<file path="src/rtl/posit_norm_enc.sv">
// Converts a two's-complement accumulator with a block exponent into a posit<N,ES>.
// The datapath runs over several cycles: magnitude, 1-bit/cycle normalize, then pack with round-to-nearest-even.
module posit_norm_enc #(
    parameter int ACC_W    = 32,
    parameter int EXP_W    = 5,
    parameter int EXP_BIAS = 15,
    parameter int FRAC_W   = 16,
    parameter int N        = 8,
    parameter int ES       = 1
) (
    input  logic               clk,
    input  logic               rst,
    input  logic               start,
    input  logic [EXP_W-1:0]   exp_in,
    input  logic [ACC_W-1:0]   fixed_point_in,
    output logic [N-1:0]       posit_out,
    output logic               busy,
    output logic               done
);

    localparam int SW     = EXP_W + $clog2(ACC_W) + 2;
    localparam int TAIL_W = ES + ACC_W - 1;
    localparam int PAD_W  = N + 2;
    localparam int XW     = 2 + TAIL_W + PAD_W;

    localparam logic [1:0] S_IDLE = 2'd0;
    localparam logic [1:0] S_ABS  = 2'd1;
    localparam logic [1:0] S_NORM = 2'd2;
    localparam logic [1:0] S_PACK = 2'd3;

    localparam logic signed [SW-1:0] C_BIAS    = SW'(EXP_BIAS);
    localparam logic signed [SW-1:0] C_OFFSET  = SW'(ACC_W - 1 - FRAC_W);
    localparam logic signed [SW-1:0] C_SATSCL  = SW'((N - 2) << ES);
    localparam logic signed [SW-1:0] C_MAXPOS  = SW'(N);
    localparam logic signed [SW-1:0] C_MAXNEG  = SW'(N + 1);

    logic [1:0]              r_state;
    logic [ACC_W-1:0]        r_acc;
    logic [EXP_W-1:0]        r_exp;
    logic                    r_sign;
    logic [ACC_W-1:0]        r_mag;
    logic signed [SW-1:0]    r_scale;
    logic [N-1:0]            r_posit;
    logic                    r_busy;
    logic                    r_done;

    logic [ACC_W-1:0]        w_absMag;
    logic signed [SW-1:0]    w_initScale;
    logic signed [SW-1:0]    w_k;
    logic signed [SW-1:0]    w_negK;
    logic [ES-1:0]           w_e;
    logic [TAIL_W-1:0]       w_tail;
    logic [XW-1:0]           w_xPos;
    logic [XW-1:0]           w_xNeg;
    logic [SW-1:0]           w_shift;
    logic [XW-1:0]           w_shifted;
    logic [N-2:0]            w_trunc;
    logic                    w_guard;
    logic                    w_sticky;
    logic                    w_roundUp;
    logic [N-1:0]            w_rounded;
    logic                    w_sat;
    logic [N-2:0]            w_magEnc;
    logic [N-1:0]            w_posit;

    // Most negative accumulator wraps to itself, which reads correctly as 2^(ACC_W-1) unsigned.
    assign w_absMag    = r_acc[ACC_W-1] ? (~r_acc + ACC_W'(1)) : r_acc;
    assign w_initScale = $signed({{(SW-EXP_W){1'b0}}, r_exp}) - C_BIAS + C_OFFSET;

    assign w_k    = r_scale >>> ES;
    assign w_negK = -w_k - SW'(1);
    assign w_e    = r_scale[ES-1:0];
    assign w_tail = {w_e, r_mag[ACC_W-2:0]};
    assign w_xPos = {2'b10, w_tail, {PAD_W{1'b0}}};
    assign w_xNeg = {2'b01, w_tail, {PAD_W{1'b0}}};

    // Shift clamps never change the outcome: large regimes saturate, tiny ones become minpos.
    always_comb begin
        w_shift = '0;
        if (!w_k[SW-1]) begin
            w_shift = (w_k > C_MAXPOS) ? C_MAXPOS : w_k;
        end else begin
            w_shift = (w_negK > C_MAXNEG) ? C_MAXNEG : w_negK;
        end
    end

    assign w_shifted = w_k[SW-1] ? (w_xNeg >> w_shift)
                                 : ((w_xPos >> w_shift) | ~({XW{1'b1}} >> w_shift));

    assign w_trunc   = w_shifted[XW-1 -: N-1];
    assign w_guard   = w_shifted[XW-N];
    assign w_sticky  = |w_shifted[XW-N-1:0];
    assign w_roundUp = w_guard & (w_sticky | w_trunc[0]);
    assign w_rounded = {1'b0, w_trunc} + N'(w_roundUp);
    assign w_sat     = (r_scale > C_SATSCL) | w_rounded[N-1];

    always_comb begin
        w_magEnc = w_rounded[N-2:0];
        if (w_sat) begin
            w_magEnc = {(N-1){1'b1}};
        end else if (w_rounded[N-2:0] == '0) begin
            w_magEnc = (N-1)'(1);
        end
    end

    assign w_posit = r_sign ? (~{1'b0, w_magEnc} + N'(1)) : {1'b0, w_magEnc};

    always_ff @(posedge clk or posedge rst) begin
        if (rst) begin
            r_state <= S_IDLE;
            r_acc   <= '0;
            r_exp   <= '0;
            r_sign  <= 1'b0;
            r_mag   <= '0;
            r_scale <= '0;
            r_posit <= '0;
            r_busy  <= 1'b0;
            r_done  <= 1'b0;
        end else begin
            r_done <= 1'b0;
            case (r_state)
                S_IDLE: begin
                    if (start) begin
                        r_acc   <= fixed_point_in;
                        r_exp   <= exp_in;
                        r_sign  <= fixed_point_in[ACC_W-1];
                        r_busy  <= 1'b1;
                        r_state <= S_ABS;
                    end
                end
                S_ABS: begin
                    r_mag   <= w_absMag;
                    r_scale <= w_initScale;
                    if (w_absMag == '0) begin
                        r_posit <= '0;
                        r_done  <= 1'b1;
                        r_busy  <= 1'b0;
                        r_state <= S_IDLE;
                    end else begin
                        r_state <= S_NORM;
                    end
                end
                S_NORM: begin
                    if (!r_mag[ACC_W-1]) begin
                        r_mag   <= r_mag << 1;
                        r_scale <= r_scale - SW'(1);
                    end else begin
                        r_state <= S_PACK;
                    end
                end
                S_PACK: begin
                    r_posit <= w_posit;
                    r_done  <= 1'b1;
                    r_busy  <= 1'b0;
                    r_state <= S_IDLE;
                end
                default: r_state <= S_IDLE;
            endcase
        end
    end

    assign posit_out = r_posit;
    assign busy      = r_busy;
    assign done      = r_done;

endmodule

</file>
<file path="config.mk">
export PLATFORM = sky130hd
export DESIGN_NAME = posit_norm_enc
export DESIGN_NICKNAME = d
export VERILOG_FILES = /design/src/rtl/posit_norm_enc.sv
export SDC_FILE = /design/constraint.sdc
export NUM_CORES = 1
export LEC_CHECK = 0
export ABC_CLOCK_PERIOD_IN_PS = 4700
export BUFFER_PORTS_ARGS = -buffer_cell sky130_fd_sc_hd__clkbuf_2
export CAP_MARGIN = 5
export CORE_MARGIN = 3
export CORE_UTILIZATION = 55
export CTS_CLUSTER_DIAMETER = 40
export DETAILED_ROUTE_END_ITERATION = 7
export PLACE_DENSITY = 0.73
export SLEW_MARGIN = 20
export SYNTH_ARGS = -nofsm -noshare
export SYNTH_HDL_FRONTEND = slang
export SYNTH_SLANG_ARGS = --single-unit
export TNS_END_PERCENT = 10
</file>
<file path="constraint.sdc">
create_clock -name clk -period 4.7 [get_ports clk]
set_clock_uncertainty 0.05 [all_clocks]
set_input_delay 0.94 -clock clk [delete_from_list [all_inputs] [get_ports clk]]
set_output_delay 0.94 -clock clk [all_outputs]
set_load 0.1 [all_outputs]
</file>
* Yosys cells after proc, flatten, opt, wreduce, memory -nomap -nowiden *
Index checks and enable logic that the tools add are counted.

word-level totals
  register bits after elaboration = 94
  bits in latches = 0
  memory bits (writable) = 0
  bits in read-only memories = 0
  output and inout bits = 10
  memories = 0

cells by class
  $add $sub $neg = 8
  $mul = 0
  divide/modulo/power cells = 0
  order comparisons = 3
  equality and inequality tests = 7
  shift operators = 3
  muxes and demuxes = 23
  bitwise operators = 7
  reductions and logical operators = 12

operators with widths
  operator                                              number
  two-way mux 32 bit                                    2
  one-hot mux 32 bit (2 select lines)                   1
  two-way mux 44 bit                                    1
  NOT 44 bit                                            1
  OR 44 bit                                             1
  right shift 43 x 12 -> 44 bit                         1
  right shift 44 x 12 -> 44 bit                         1
  right shift 44 x 12 -> 44 bit (first input constant)  1
  two-way mux 12 bit                                    3
  OR reduction 36 bit                                   1
  adder 32 x 1 -> 32 bit (second input constant)        1
  logical NOT 32 bit                                    1
  NOT 32 bit                                            1
  > comparator 12 x 5 -> 1 bit (second input constant)  2
  one-hot mux 12 bit (2 select lines)                   1
  subtractor 12 x 2 -> 12 bit (second input constant)   2
  two-way mux 8 bit                                     2
  one-hot mux 8 bit (2 select lines)                    1
  two-way mux 7 bit                                     2
  negator 11 -> 12 bit                                  1
  > comparator 11 x 5 -> 1 bit (second input constant)  1
  two-way mux 10 bit                                    1
  adder 7 x 1 -> 8 bit                                  1
  adder 8 x 1 -> 8 bit (second input constant)          1
  19 further kinds                                      32

* Logic depth before layout (Yosys ltp) *
Gate-level depths: netlist (run 1).

  depth in word-level cells = 20
  mapped depth = 22

* Worst setup path before layout (run 1) *
OpenSTA, ideal clock, no wires.

  kind = register -> register
  start point = reg r_scale[5]
  end point = reg r_posit[4], in the netlist posit_out[4]
  arrival = 3.953 ns
  data required time = 4.567 ns
  setup slack = 0.615 ns
  cell stages (with the launch flop) = 19
  buffers on the path = 1
  clock period less this slack = 4.085 ns
  cell sequence = dfrtp_1 > clkbuf_1 > and4_1 > and3_1 > nor2_1 > mux2i_1 > mux2i_1 > a211o_1 > or4b_1 > a22o_1 > o21ai_0 > o211ai_1 > inv_1 > ha_1 > inv_1 > nor3_1 > mux2_2 > a2bb2oi_1 > o21ai_0

between the ends
  cells in the longest elaborated chain, start to end = 20
  elaborated cells on any way between the ends = 26

ends and longest elaborated chain
  what                                    RTL line  RTL
  from (decl)                             42        logic signed [SW-1:0] r_scale;
  from (signal assigned)                  133       r_scale <= w_initScale;
  from (signal assigned)                  146       r_scale <= r_scale - SW'(1);
  negator 11 -> 12 bit                    71        assign w_negK = -w_k - SW'(1);
  subtractor 12 x 2 -> 12 bit             71
  > comparator 12 x 5 -> 1 bit            83        w_shift = (w_negK > C_MAXNEG) ? C_MAXNEG : w_negK;
  two-way mux 12 bit                      83
  two-way mux 12 bit                      80        if (!w_k[SW-1]) begin
  right shift 44 x 12 -> 44 bit           88        : ((w_xPos >> w_shift) | ~({XW{1'b1}} >> w_shift));
  NOT 44 bit                              88
  OR 44 bit                               88
  (+4 left out)                           --
  adder 7 x 1 -> 8 bit                    94        assign w_rounded = {1'b0, w_trunc} + N'(w_roundUp);
  logical NOT 7 bit                       101       end else if (w_rounded[N-2:0] == '0) begin
  two-way mux 7 bit                       101
  two-way mux 7 bit (*)                   99        if (w_sat) begin
  NOT 7 -> 8 bit                          106       assign w_posit = r_sign ? (~{1'b0, w_magEnc} + N'(1)) : {1'b0, w_magEnc};
  adder 8 x 1 -> 8 bit                    106
  two-way mux 8 bit (*)                   106
  one-hot mux 8 bit (2 select lines) (*)  121       case (r_state)
  to (signal assigned)                    152       r_posit <= w_posit;
  to (decl)                               43        logic [N-1:0] r_posit;

Mark *: on every way between the ends. The rest lies on a longest branch, timed or not.
A chain may end at the register's enable or synchronous reset.

* Worst setup path in the final report (run 1) *
  start point = reg r_scale[8]
  end point = reg r_posit[4], in the netlist posit_out[4]

Same word-level chain as after synthesis.

==> run summary, run 1 <==
The largest net degree at the start of global routing is 63. The number of global-route vias before repair is 7736. The top flip-flop cell by instance count after synthesis is sky130_fd_sc_hd__dfrtp_1.

The HPWL after detailed placement came out at 19.6 mm. For this run, the share of the core covered by cells in the final layout is 0.635. The largest voltage drop on the vdd net came out at 0.465 mV. The die height is 129 um.

The max-cap check violation count is 0. The initial antenna violation count is 0. The total length of routed wires is 26.7 mm. The multiplexer area fraction after synthesis came out at 0.123. Counting instances, the worst hold path has a depth of 1. The power share of the clock group came out at 0.088. In the layout the commonest cells are 94 x sky130_fd_sc_hd__nand2_1, 94 x sky130_fd_sc_hd__o21ai_0, 88 x sky130_fd_sc_hd__dfrtp_1.

The worst setup path is captured at a flop. The number of nets in the synthesized netlist is 1094. The floorplan step defined a die boundary enclosing 16600 um2. The static leakage came out at 3.67 nW. At the end of the flow, the number of nets in the layout was 1120. The worst reg2reg path depth is 18. The count of inserted antenna diode cells came out at 0.

The relative contribution of sequential cells to total power came out at 0.266. Synthesis produced 1044 cells. The total global routing overflow is 0.

The number of buffers inserted during clock tree synthesis is 9. The combined area of the multi-input logic cells came out at 5590 um2. The remaining max-slew budget at the tightest pin is 0.290. The highest fanout seen on the critical path came out at 12. The total internal power is 3.58 mW.

The number of clock sinks is 93. The number of top-level pins is 50. The endpoint of the worst-slack reg-to-reg timing path is posit_out[4]$_DFFE_PP0P_.

The critical path class is flop to flop. The worst register-to-register path begins at r_scale[8]$_DFFE_PP0P_. The total net switching power is 4.21 mW. The detail route stage leaves a number of antenna-violating nets equal to 0. Yosys mapped a number of flops with a built-in enable equal to 0.

The total negative slack for setup checks came out at 0 ns. After filler insertion, the fill cell instance count of the layout stands at 1284. The compound-gate portion of the synthesized area is 0.248. The remaining routing DRC violations came out at 0. The number of failing hold endpoints at the final stage is 0. The tree is rooted in a sky130_fd_sc_hd__clkbuf_16. The global-route wire length before repair is 42.2 mm. The minimum period implied by the final worst setup slack is 4.52 ns. The switching fraction of total power came out at 0.541.

The register bit total from synthesis came out at 93. The H-tree depth came out at 3. Before CTS, the worst setup slack after placement is -0.122 ns. Synthesis instantiated 81 different standard cells from the library.

The total vias in the final route is 8486. The final setup violation count came out at 0. In this run the horizontal extent of the chip is 129 um. Once placement completed, the tool counted placed cells totaling 1233. The final max-slew violation count came out at 0.

The routed length per placed instance came out at 21.2 um. Clock-pin slew was measured on the worst setup and hold paths at 0.07 ns. The number of search-and-repair iterations in the first detailed-routing pass came out at 5. The worst hold path terminates at posit_out[7]$_DFFE_PP0P_. The weighted congestion at the end of routability-driven global placement is 1.05. The post-synthesis async set-or-reset flop share is 1.00. The transition time of the tightest slew-check pin is 1.06 ns.

The warning count from the yosys run came out at 0. The standard-cell row count came out at 44. The share of total power dissipated in combinational logic is 0.646. The number of buffers on the longest clock path is 2.

Data on the critical path is required at its endpoint by 4.93 ns. Of the total synthesized cell area, the portion taken by AND, OR, NAND and NOR gates is 0.227. Of the total synthesized cell area, the portion taken by full adders, half adders and majority gates is 0.0151. The worst hold path belongs to the class flop to flop. The floorplan core area came out at 14600 um2.

The initial DRC count came out at 767. The setup slack after layout came out at 0.183 ns. After the flow finishes, the layout carries non-filler instances totaling 1258. Dividing the synthesized area by the synthesized cell count gives 7.96 um2. In this run the most critical hold path is launched from posit_out[7]$_DFFE_PP0P_. The slack of the worst reg-to-reg path came out at 0.18 ns. The cell area after synthesis is 8310 um2.

The layout overhead on the synthesized area came out at 11.9%. In the routed layout, each cell is associated on average with a via count of 6.75. The flip-flop and latch area came out at 2330 um2.

The critical path arrival came out at 4.75 ns. TritonCTS built the clock tree. Of the total synthesized cell area, the portion taken by XOR and XNOR cells is 0.0432. The worst setup path is launched from a flop. After synthesis, the largest family of logic cells by area is compound AO/OA/AOI/OAI gates. The flow ran to the end, and the final reports show no timing, DRC or antenna violations. The power density over cell area is 838 nW/um2. The clock latency on the worst-skew pair is 0.35 ns. The share of the cycle needed by the critical path after routing came out at 0.961. The upper clock frequency limit is 0.221 GHz. The share of the Yosys chip area taken by registers is 0.280.

The initial utilization of the core area, before any placement, comes to 0.567. The total routing usage reported by global routing came out at 0.321. Input and output buffers added on the ports amount to 49. Of the cells placed in the final design, the portion with a size suffix greater than 1 is 0.209.
[Yosys cell counts (9+ instances only)]
cell type,instances,area share
sky130_fd_sc_hd__or3_1,16,0.012
sky130_fd_sc_hd__xnor2_1,18,0.019
sky130_fd_sc_hd__and2_1,9,0.0068
sky130_fd_sc_hd__and3_1,10,0.0075
sky130_fd_sc_hd__xor2_1,23,0.024
sky130_fd_sc_hd__o21ai_0,97,0.058
sky130_fd_sc_hd__a21oi_1,65,0.039
sky130_fd_sc_hd__o31ai_1,15,0.014
sky130_fd_sc_hd__a31oi_1,17,0.013
sky130_fd_sc_hd__nand4_1,14,0.011
sky130_fd_sc_hd__nor2_1,68,0.031
sky130_fd_sc_hd__a22oi_1,11,0.0099
sky130_fd_sc_hd__mux2_2,51,0.069
sky130_fd_sc_hd__nor3_1,52,0.031
sky130_fd_sc_hd__mux2i_1,45,0.054
sky130_fd_sc_hd__nand2_1,95,0.043
sky130_fd_sc_hd__ha_1,10,0.015
sky130_fd_sc_hd__buf_2,23,0.014
sky130_fd_sc_hd__nor4_1,10,0.0075
sky130_fd_sc_hd__dfrtp_1,93,0.28
sky130_fd_sc_hd__inv_1,26,0.012
sky130_fd_sc_hd__o211ai_1,26,0.023
sky130_fd_sc_hd__nand3_1,34,0.020
sky130_fd_sc_hd__clkbuf_1,60,0.027
[routing by layer]
metal  GRT usage  part of all wire
met1       0.440              0.42
met2       0.502              0.46
met5           0                 0
met4       0.169             0.052
met3      0.0311             0.068
[per-stage QoR]
stage | area (um2) | hold slack, ns | total power, mW
2_1_floorplan | 8310 | 0.429 | 5.47
3_3_place_gp | 8790 | 0.409 | 6.77
3_5_place_dp | 8790 | 0.415 | 6.80
4_1_cts | 9070 | 0.431 | 7.52
5_1_grt | 9300 | 0.440 | 8.35
6_report | 9300 | 0.432 | 7.79
[registers in the layout, indices dropped and copies added, names as in the netlist, named ones only]
signal / cells
r_state: 1
busy: 1
done: 1
r_mag: 32
r_scale: 12
r_exp: 5
r_acc: 32
posit_out: 8
[critical path: stages (launching register included)]
cell and delay (ns):
sky130_fd_sc_hd__dfrtp_2 0.47, sky130_fd_sc_hd__nor4_4 0.42, sky130_fd_sc_hd__and3_4 0.27, sky130_fd_sc_hd__nor2_2 0.07, sky130_fd_sc_hd__buf_4 0.18, sky130_fd_sc_hd__a21oi_1 0.34, sky130_fd_sc_hd__o21ai_1 0.23, sky130_fd_sc_hd__nor4_2 0.36
sky130_fd_sc_hd__a21oi_1 0.15, sky130_fd_sc_hd__a211o_1 0.32, sky130_fd_sc_hd__nor4_2 0.27, sky130_fd_sc_hd__o211ai_1 0.19, sky130_fd_sc_hd__inv_1 0.11, sky130_fd_sc_hd__ha_1 0.14, sky130_fd_sc_hd__inv_1 0.06, sky130_fd_sc_hd__nor3_1 0.20
sky130_fd_sc_hd__mux2_2 0.36, sky130_fd_sc_hd__a2bb2oi_1 0.14, sky130_fd_sc_hd__o21ai_1 0.14
[power groups by stage]
stage / Combinational (mW) / Sequential (mW) / Clock, mW
2_1_floorplan: 3.68 / 1.79 / 0
3_3_place_gp: 4.76 / 2.01 / 0
3_5_place_dp: 4.78 / 2.02 / 0
4_1_cts: 4.82 / 2.01 / 0.692
5_1_grt: 5.50 / 2.13 / 0.724
6_report: 5.04 / 2.07 / 0.687
[final cells by class]
type                            instances  area share
Sequential cell                        93       0.251
Timing Repair Buffer                  110      0.0834
Clock buffer                           10      0.0246
Tap cell                              184      0.0248
Inverter                               27      0.0112
Clock inverter                          5     0.00404
Multi-Input combinational cell        829       0.601
[logic make-up after synthesis]
family | after synthesis
buffers and inverters | 122
adders and majority gates | 10
muxes | 96
AOI/OAI and AO/OA | 321
DFF | 93
xor gates and xnor gates | 41
and+or+nand+nor | 361
[what timing repair did]
action,in CTS,in global routing
gates resized for setup,2,37
hold buffers,0,0
pin swaps,2,11
buffers inserted,1,8
endpoints found under the setup margin,1,3
gates cloned,0,1
[how the worst max path moves through the flow]
stage,from,endpoint,slack (ns),depth (start not counted)
after floorplan,r_scale[5]$_DFFE_PP0P_,posit_out[4]$_DFFE_PP0P_,0.61,18
after global placement,r_scale[8]$_DFFE_PP0P_,posit_out[4]$_DFFE_PP0P_,-0.06,18
after detailed placement,r_scale[8]$_DFFE_PP0P_,posit_out[4]$_DFFE_PP0P_,-0.12,18
after CTS,r_scale[8]$_DFFE_PP0P_,posit_out[4]$_DFFE_PP0P_,0.06,20
after global routing,r_scale[8]$_DFFE_PP0P_,posit_out[4]$_DFFE_PP0P_,-0.02,23
final,r_scale[8]$_DFFE_PP0P_,posit_out[4]$_DFFE_PP0P_,0.18,18
Note: power is estimated with default switching activity, not from simulation.
==> inputs of run 2 (changes only) <==
- CELL_PAD_IN_SITES_DETAIL_PLACEMENT: unset -> 0
- CELL_PAD_IN_SITES_GLOBAL_PLACEMENT: unset -> 2
- CORE_UTILIZATION: 55 -> 38
- PLACE_DENSITY: 0.73 -> unset
- PLACE_DENSITY_LB_ADDON: unset -> 0.1
==> run 2 against run 1 <==
Effect of this change: hold slack lost 0.00065 ns; flip-flop and latch count is the same; cell count grew 11%; global-route usage shrank 7.6 points; clock power grew 13%; maximum frequency grew 1.3%; critical endpoint unchanged.
==> run summary, run 2 (synthesized netlist as in run 1, its figures left out) <==
The number of global-route vias before repair is 8071 (+4.3%). The HPWL after detailed placement is 22.5 mm (+15%). The required time of the critical path is 4.92 ns (about the same). The transition time of the tightest slew-check pin is 1.03 ns (-0.0304 ns). The highest fanout seen on the critical path came out at 13 (+1). The remaining max-slew budget at the tightest pin is 0.312 (+0.0218).

The total vias in the final route is 8441 (-0.53%). The number of failing hold endpoints at the final stage came out at 0 (unchanged). The final setup violation count came out at 0 (unchanged). The total routing usage reported by global routing is 0.244 (-0.0765).

The count of placed standard cells in the final layout, fillers left out came to 1392 (+11%). The initial antenna violation count is 0 (unchanged). The sum of buffers and inverters on the critical path came to 3 (unchanged). The largest voltage drop on the vdd net came out at 0.298 mV (-36%). The share of layout cells above drive strength 1 is 0.238 (+0.0286). The cell area reported after detailed placement was 9160 um2 (+4.3%). The final max-slew violation count came out at 0 (unchanged). The count of inserted antenna diode cells came out at 0 (unchanged). The minimum period implied by the final worst setup slack came out at 4.46 ns (-0.0571 ns). The initial DRC count came out at 593 (-23%). The clock latency on the worst-skew pair came to 0.36 ns (about the same). The total global routing overflow is 0 (unchanged). The number of input and output port buffers inserted was 49 (unchanged). Clock tree synthesis selected as its root buffer the cell sky130_fd_sc_hd__clkbuf_16.

The horizontal extent of the die came out at 154 um (+19%). Setup repair after global routing could not meet its margin everywhere. STA classifies the critical path startpoint as a flop. The number of clock sinks was 93 (unchanged).

The combined area of the multi-input logic cells was 5580 um2 (-0.13%). The number of buffers on the longest clock path is 2 (unchanged). The share of the cycle needed by the critical path after routing came out at 0.949 (-0.0121). The largest net degree at the start of global routing is 65 (+3.2%).

The total power draw came out at 8.19 mW (+5.1%). The routed length per placed instance came to 21.4 um (+0.85%). The startpoint identified for the worst register-to-register timing path is r_scale[9]$_DFFE_PP0P_. The upper clock frequency limit came out at 0.224 GHz (+1.3%).

The delay contributed by the slowest stage of the critical path came out at 0.52 ns (+0.05 ns). The critical path goes through nand4_1, o31a_1, a21o_4, buf_4, nor4b_1, a21oi_1, o21ai_1, or4b_1, a22o_1, o21ai_0, o211ai_1, inv_1, ha_1, inv_1, nor3_1, mux2_2, a2bb2oi_1, o21ai_0. The number of top-level pins is 50 (unchanged).

The clock tree from TritonCTS is done. In this design, the largest share of critical-path delay is due to compound AO/OA/AOI/OAI gates. The cell at the slowest stage of the critical path is sky130_fd_sc_hd__or4b_1. The min-delay analysis places its worst path in the category flop to flop. In this run the worst setup path begins at r_scale[9]$_DFFE_PP0P_. The area of all placed cells without fillers is 9700 um2 (+4.3%). The flip-flop and latch area came to 2330 um2 (about the same). The post-detailed-route count of antenna-violating nets came to 0 (unchanged). The critical path arrival is 4.68 ns (-0.07 ns). The area growth from synthesis to layout is 16.7%. The remaining routing DRC violations was 0 (unchanged). The number of buffers inserted during clock tree synthesis came out at 9 (unchanged). The overall die area came to 23700 um2 (+42%).

The post-layout net count came out at 1162 (+3.8%). The count of filler cells inserted in the layout came out at 2183 (+70%). The kind of end point of the critical path is a flop.

The floorplan core area is 21200 um2 (+45%). The initial standard-cell utilization of the core came out at 0.391 (-0.176). The static leakage is 3.90 nW (+6.1%).

The critical path is of the flop to flop type. The power density over cell area is 845 nW/um2 (+0.80%). The weighted congestion at the end of routability-driven global placement is 0.929 (-12%). The library cell used most frequently in the layout, excluding fill and tap cells, is sky130_fd_sc_hd__buf_4. The clock-pin slew on the worst setup and hold paths is 0.07 ns (about the same). The total length of routed wires was 29.8 mm (+12%). The global-route wire length before repair came out at 46.4 mm (+9.7%). The run finished with clean final reports. The standard-cell row count came out at 53 (+20%). In the layout the commonest cells are 99 x sky130_fd_sc_hd__buf_4, 94 x sky130_fd_sc_hd__nand2_1, 94 x sky130_fd_sc_hd__o21ai_0. The largest registers in the layout are r_acc: 32 flops, r_mag: 32 flops, r_scale: 12 flops. The mean number of vias per cell came out at 6.06 (-10%). In this run the most critical hold path is launched from posit_out[7]$_DFFE_PP0P_. The max-cap check violation count came out at 0 (unchanged). The H-tree depth was 3 (unchanged). The number of search-and-repair iterations in the first detailed-routing pass is 6 (+1).

The post-placement cell count is 1361 (+10%). The die height came out at 154 um (+19%).
run 2: cell type report:
cell class	count	share of cell area
flip-flops and latches	93	0.241
well taps	275	0.0355
multi-input cells	831	0.575
clock buffers	9	0.0232
repair buffers	150	0.106
inverters	27	0.0107
clock inverters	7	0.00877
run 2: worst paths after layout:
| check | end | slack (ns) | cells after the start |
|---|---|---|---|
| hold / removal | posit_out[7]$_DFFE_PP0P_ | 0.43 | 1 |
| hold reg to reg | posit_out[7]$_DFFE_PP0P_ | 0.43 | 1 |
| max in group asynchronous | r_acc[27]$_DFFE_PP0P_ | 3.02 | 3 |
| setup reg to reg | posit_out[4]$_DFFE_PP0P_ | 0.24 | 18 |
| min in group asynchronous | r_exp[2]$_DFFE_PP0P_ | 0.68 | 2 |
| setup / recovery | posit_out[4]$_DFFE_PP0P_ | 0.24 | 18 |
run 2: where the power goes:
group	internal [mW]	switching (mW)
sequential	1.22	0.881
clock	0.425	0.348
combinational	2.18	3.14
total	3.83	4.37
run 2: per-stage QoR:
step           hold slack (ns)  utilization  setup slack, ns  setup TNS (ns)
3_3_place_gp             0.413        0.432           0.0746               0
4_1_cts                  0.430        0.447           0.0202               0
2_1_floorplan            0.429            -            0.615               0
5_1_grt                  0.462        0.457          -0.0696         -0.0696
3_5_place_dp             0.415        0.432          -0.0741         -0.0741
6_report                 0.431        0.457            0.240               0
run 2: per-layer routing:
metal | track usage | wire [um] | up-vias | part of all wire
li1 | - | - | 4029 | -
met1 | 0.330 | 13200 | 4046 | 0.44
met2 | 0.393 | 14000 | 289 | 0.47
met3 | 0.0388 | 1500 | 77 | 0.051
met4 | 0.0938 | 1040 | 0 | 0.035
met5 | 0 | 0 | - | 0
run 2: timing repair:
item                                   in CTS  in global routing
setup buffers                               0                 13
gates resized for setup                     2                 32
setup endpoints to repair                   1                  5
pin swaps                                   0                 10
cloned                                      0                  2
hold buffers                                0                  0
endpoints found under the hold margin       0                  0
==> inputs of run 3 (changes only) <==
- RECOVER_POWER: unset -> 100
==> run 3 against run 2 <==
Effect of this change: the run now ends with capacitance limit, slew limit left; die area stayed put; hold slack hardly changed; via count is 0.32% lower; total power is 0.32% lower; utilization is 0.25 points lower; sequential power hardly changed; flip-flop and latch count stayed put; highest routed layer unchanged; first-iteration DRC count is 7.4% higher; cell area is 0.55% lower; worst setup slack worse by 0.092 ns; register-to-register slack worse by 0.09 ns; critical path depth is 4 lower.
==> run summary, run 3 (synthesized netlist as in run 1, its figures left out) <==
The standard-cell row count came out at 53 (unchanged). The relative contribution of sequential cells to total power is 0.257 (about the same). The number of buffers on the longest clock path is 2 (unchanged). The mean number of vias per cell came out at 6.04 (-0.32%). The total global routing overflow is 0 (unchanged). The number of top-level pins is 50 (unchanged).

The overall die area came out at 23700 um2 (unchanged). The number of global-route vias before repair is 8071 (unchanged). The remaining max-slew budget at the tightest pin came out at -0.969 (-1.28). The routed length per placed instance is 21.4 um (about the same).

The HPWL after detailed placement came to 22.5 mm (unchanged). The library cells used most frequently in the layout, excluding fill and tap cells, are 95 x sky130_fd_sc_hd__buf_4, 94 x sky130_fd_sc_hd__nand2_1, 94 x sky130_fd_sc_hd__o21ai_0. The worst slack at placement came out at -0.0741 ns (unchanged). The minimum period implied by the final worst setup slack came to 4.55 ns (+0.0925 ns).

Traced cell by cell, the critical path runs through inv_1, ha_1, or4b_1, nor3_1, nand3_1, o32a_1, a211o_1, or4_4, nor4_4, buf_4, o21ai_2, nor2_2, o311ai_0, o211ai_1. The final setup violation count came to 0 (unchanged). The number of buffers inserted during clock tree synthesis is 9 (unchanged).

The number of input and output port buffers inserted is 49 (unchanged). The setup slack after layout came out at 0.148 ns (-0.0925 ns). The largest registers in the layout are r_acc: 32 flops, r_mag: 32 flops, r_scale: 12 flops. The number of search-and-repair iterations in the first detailed-routing pass is 5 (-1).

The flow ran to the end, but the final reports show violations. The post-layout net count came out at 1162 (unchanged). The transition time of the tightest slew-check pin is 2.94 ns (+1.91 ns). The count of hold buffers inserted by post-cts repair came to 0 (unchanged). The initial standard-cell utilization of the core came out at 0.391 (unchanged). The power density over cell area came out at 847 nW/um2 (+0.24%). The clock-pin slew on the worst setup and hold paths is 0.07 ns (about the same). STA classifies the critical path endpoint as a flop.

The delay contributed by the slowest stage of the critical path was 0.56 ns (+0.04 ns). The global-route wire length before repair is 46.4 mm (unchanged). The proportion of power drawn by combinational gates is 0.649 (about the same). The horizontal extent of the die was 154 um (unchanged). The worst hold path belongs to the class flop to flop. The hold slack came out at 0.431 ns (-0.000437 ns).

The total vias in the final route came out at 8414 (-0.32%). The final max-slew violation count was 130 (+130). The floorplan core area was 21200 um2 (unchanged).

The critical path arrival was 4.77 ns (+0.09 ns). Setup repair after global routing could not meet its margin everywhere. The switching fraction of total power came out at 0.534 (+0.000864). The die height was 154 um (unchanged). The sum of buffers and inverters on the critical path came to 2 (-1). The final reports fail on capacitance limit, slew limit. The number of clock sinks came out at 93 (unchanged). The remaining routing DRC violations is 0 (unchanged). The total power draw is 8.17 mW (-0.32%). The layout overhead on the synthesized area is 16.1%. The worst setup path is launched from a flop. The required time of the critical path is 4.92 ns (about the same). On the critical path the largest part of the delay comes from simple AND/OR/NAND/NOR gates. The worst setup path is of the flop to flop kind. The clock latency on the worst-skew pair is 0.36 ns (about the same). The total net switching power came to 4.36 mW (-0.16%). The clock tree root buffer cell is sky130_fd_sc_hd__clkbuf_16. The largest net degree at the start of global routing is 65 (unchanged). The initial antenna violation count was 0 (unchanged). The highest fanout seen on the critical path is 8 (-5). The number of failing hold endpoints at the final stage is 0 (unchanged). The total routing usage reported by global routing was 0.244 (unchanged). The share of layout cells above drive strength 1 is 0.221 (-0.0170). The static leakage is 3.84 nW (-1.5%). The post-detailed-route count of antenna-violating nets is 0 (unchanged). TritonCTS built the clock tree. The upper clock frequency limit is 0.220 GHz (-2.0%).

The count of inserted antenna diode cells came out at 0 (unchanged). The share of the cycle needed by the critical path after routing is 0.969 (+0.0197). The power share of the clock group was 0.095 (about the same). The total negative slack for setup checks came out at 0 ns (unchanged).

The final standard cell utilization of the core is 0.454 (-0.00254). For this design, the slowest cell found on the critical path is sky130_fd_sc_hd__nor3_1. The initial DRC count came out at 637 (+7.4%).

The weighted congestion at the end of routability-driven global placement was 0.929 (unchanged). The most common cell after layout, fill and taps aside is sky130_fd_sc_hd__buf_4. The total internal power came out at 3.81 mW (-0.50%).

The largest voltage drop on the vdd net came out at 0.298 mV (-0.15%). The total length of routed wires is 29.8 mm (about the same). The max-cap check violation count is 3 (+3). The H-tree depth came out at 3 (unchanged).
==> run 3: layout make-up <==
cell class / instances / area (um2)
clock buffers: 9 / 225
well taps: 275 / 344
multi-input cells: 831 / 5550
inverters: 27 / 103
flip-flops and latches: 93 / 2330
repair buffers: 150 / 1000
clock inverters: 7 / 85.1
fillers: 2201 / 11600
==> run 3: power by group through the flow <==
stage | logic, mW | registers (mW) | clock network (mW)
3_3_place_gp | 5.12 | 2.08 | 0
5_1_grt | 5.80 | 2.17 | 0.829
6_report | 5.30 | 2.10 | 0.773
4_1_cts | 5.11 | 2.06 | 0.798
3_5_place_dp | 5.08 | 2.08 | 0
2_1_floorplan | 3.68 | 1.79 | 0
==> run 3: repair_timing <==
| item | in CTS | in global routing |
|---|---|---|
| setup buffers | 0 | 13 |
| pin swaps | 0 | 10 |
| resized for setup | 2 | 32 |
| setup endpoints to repair | 1 | 5 |
| cloned | 0 | 2 |
==> run 3: final timing paths <==
| kind | slack, ns | endpoint | depth (start not counted) | startpoint |
|---|---|---|---|---|
| setup / recovery | 0.15 | posit_out[5]$_DFFE_PP0P_ | 14 | r_acc[0]$_DFFE_PP0P_ |
| hold reg to reg | 0.43 | posit_out[7]$_DFFE_PP0P_ | 1 | posit_out[7]$_DFFE_PP0P_ |
| max in group asynchronous | 0.92 | r_acc[27]$_DFFE_PP0P_ | 3 | rst |
| min in group asynchronous | 1.33 | r_state[0]$_DFFE_PP0P_ | 2 | rst |
| setup reg to reg | 0.15 | posit_out[5]$_DFFE_PP0P_ | 14 | r_acc[0]$_DFFE_PP0P_ |
| hold / removal | 0.43 | posit_out[7]$_DFFE_PP0P_ | 1 | posit_out[7]$_DFFE_PP0P_ |
==> run 3: stage by stage <==
step | std cells | area, um2
after detailed placement | 1361 | 9160
after CTS | 1377 | 9480
final | 1392 | 9640
after floorplan | 1044 | 8310
after global routing | 1392 | 9640
after global placement | 1361 | 9160
==> run 3: layer usage <==
layer	vias to the layer above	track usage	share of wire
met5	-	0	0
li1	4036	-	-
met3	67	0.0388	0.047
met2	251	0.393	0.47
met4	0	0.0938	0.033
met1	4060	0.330	0.45
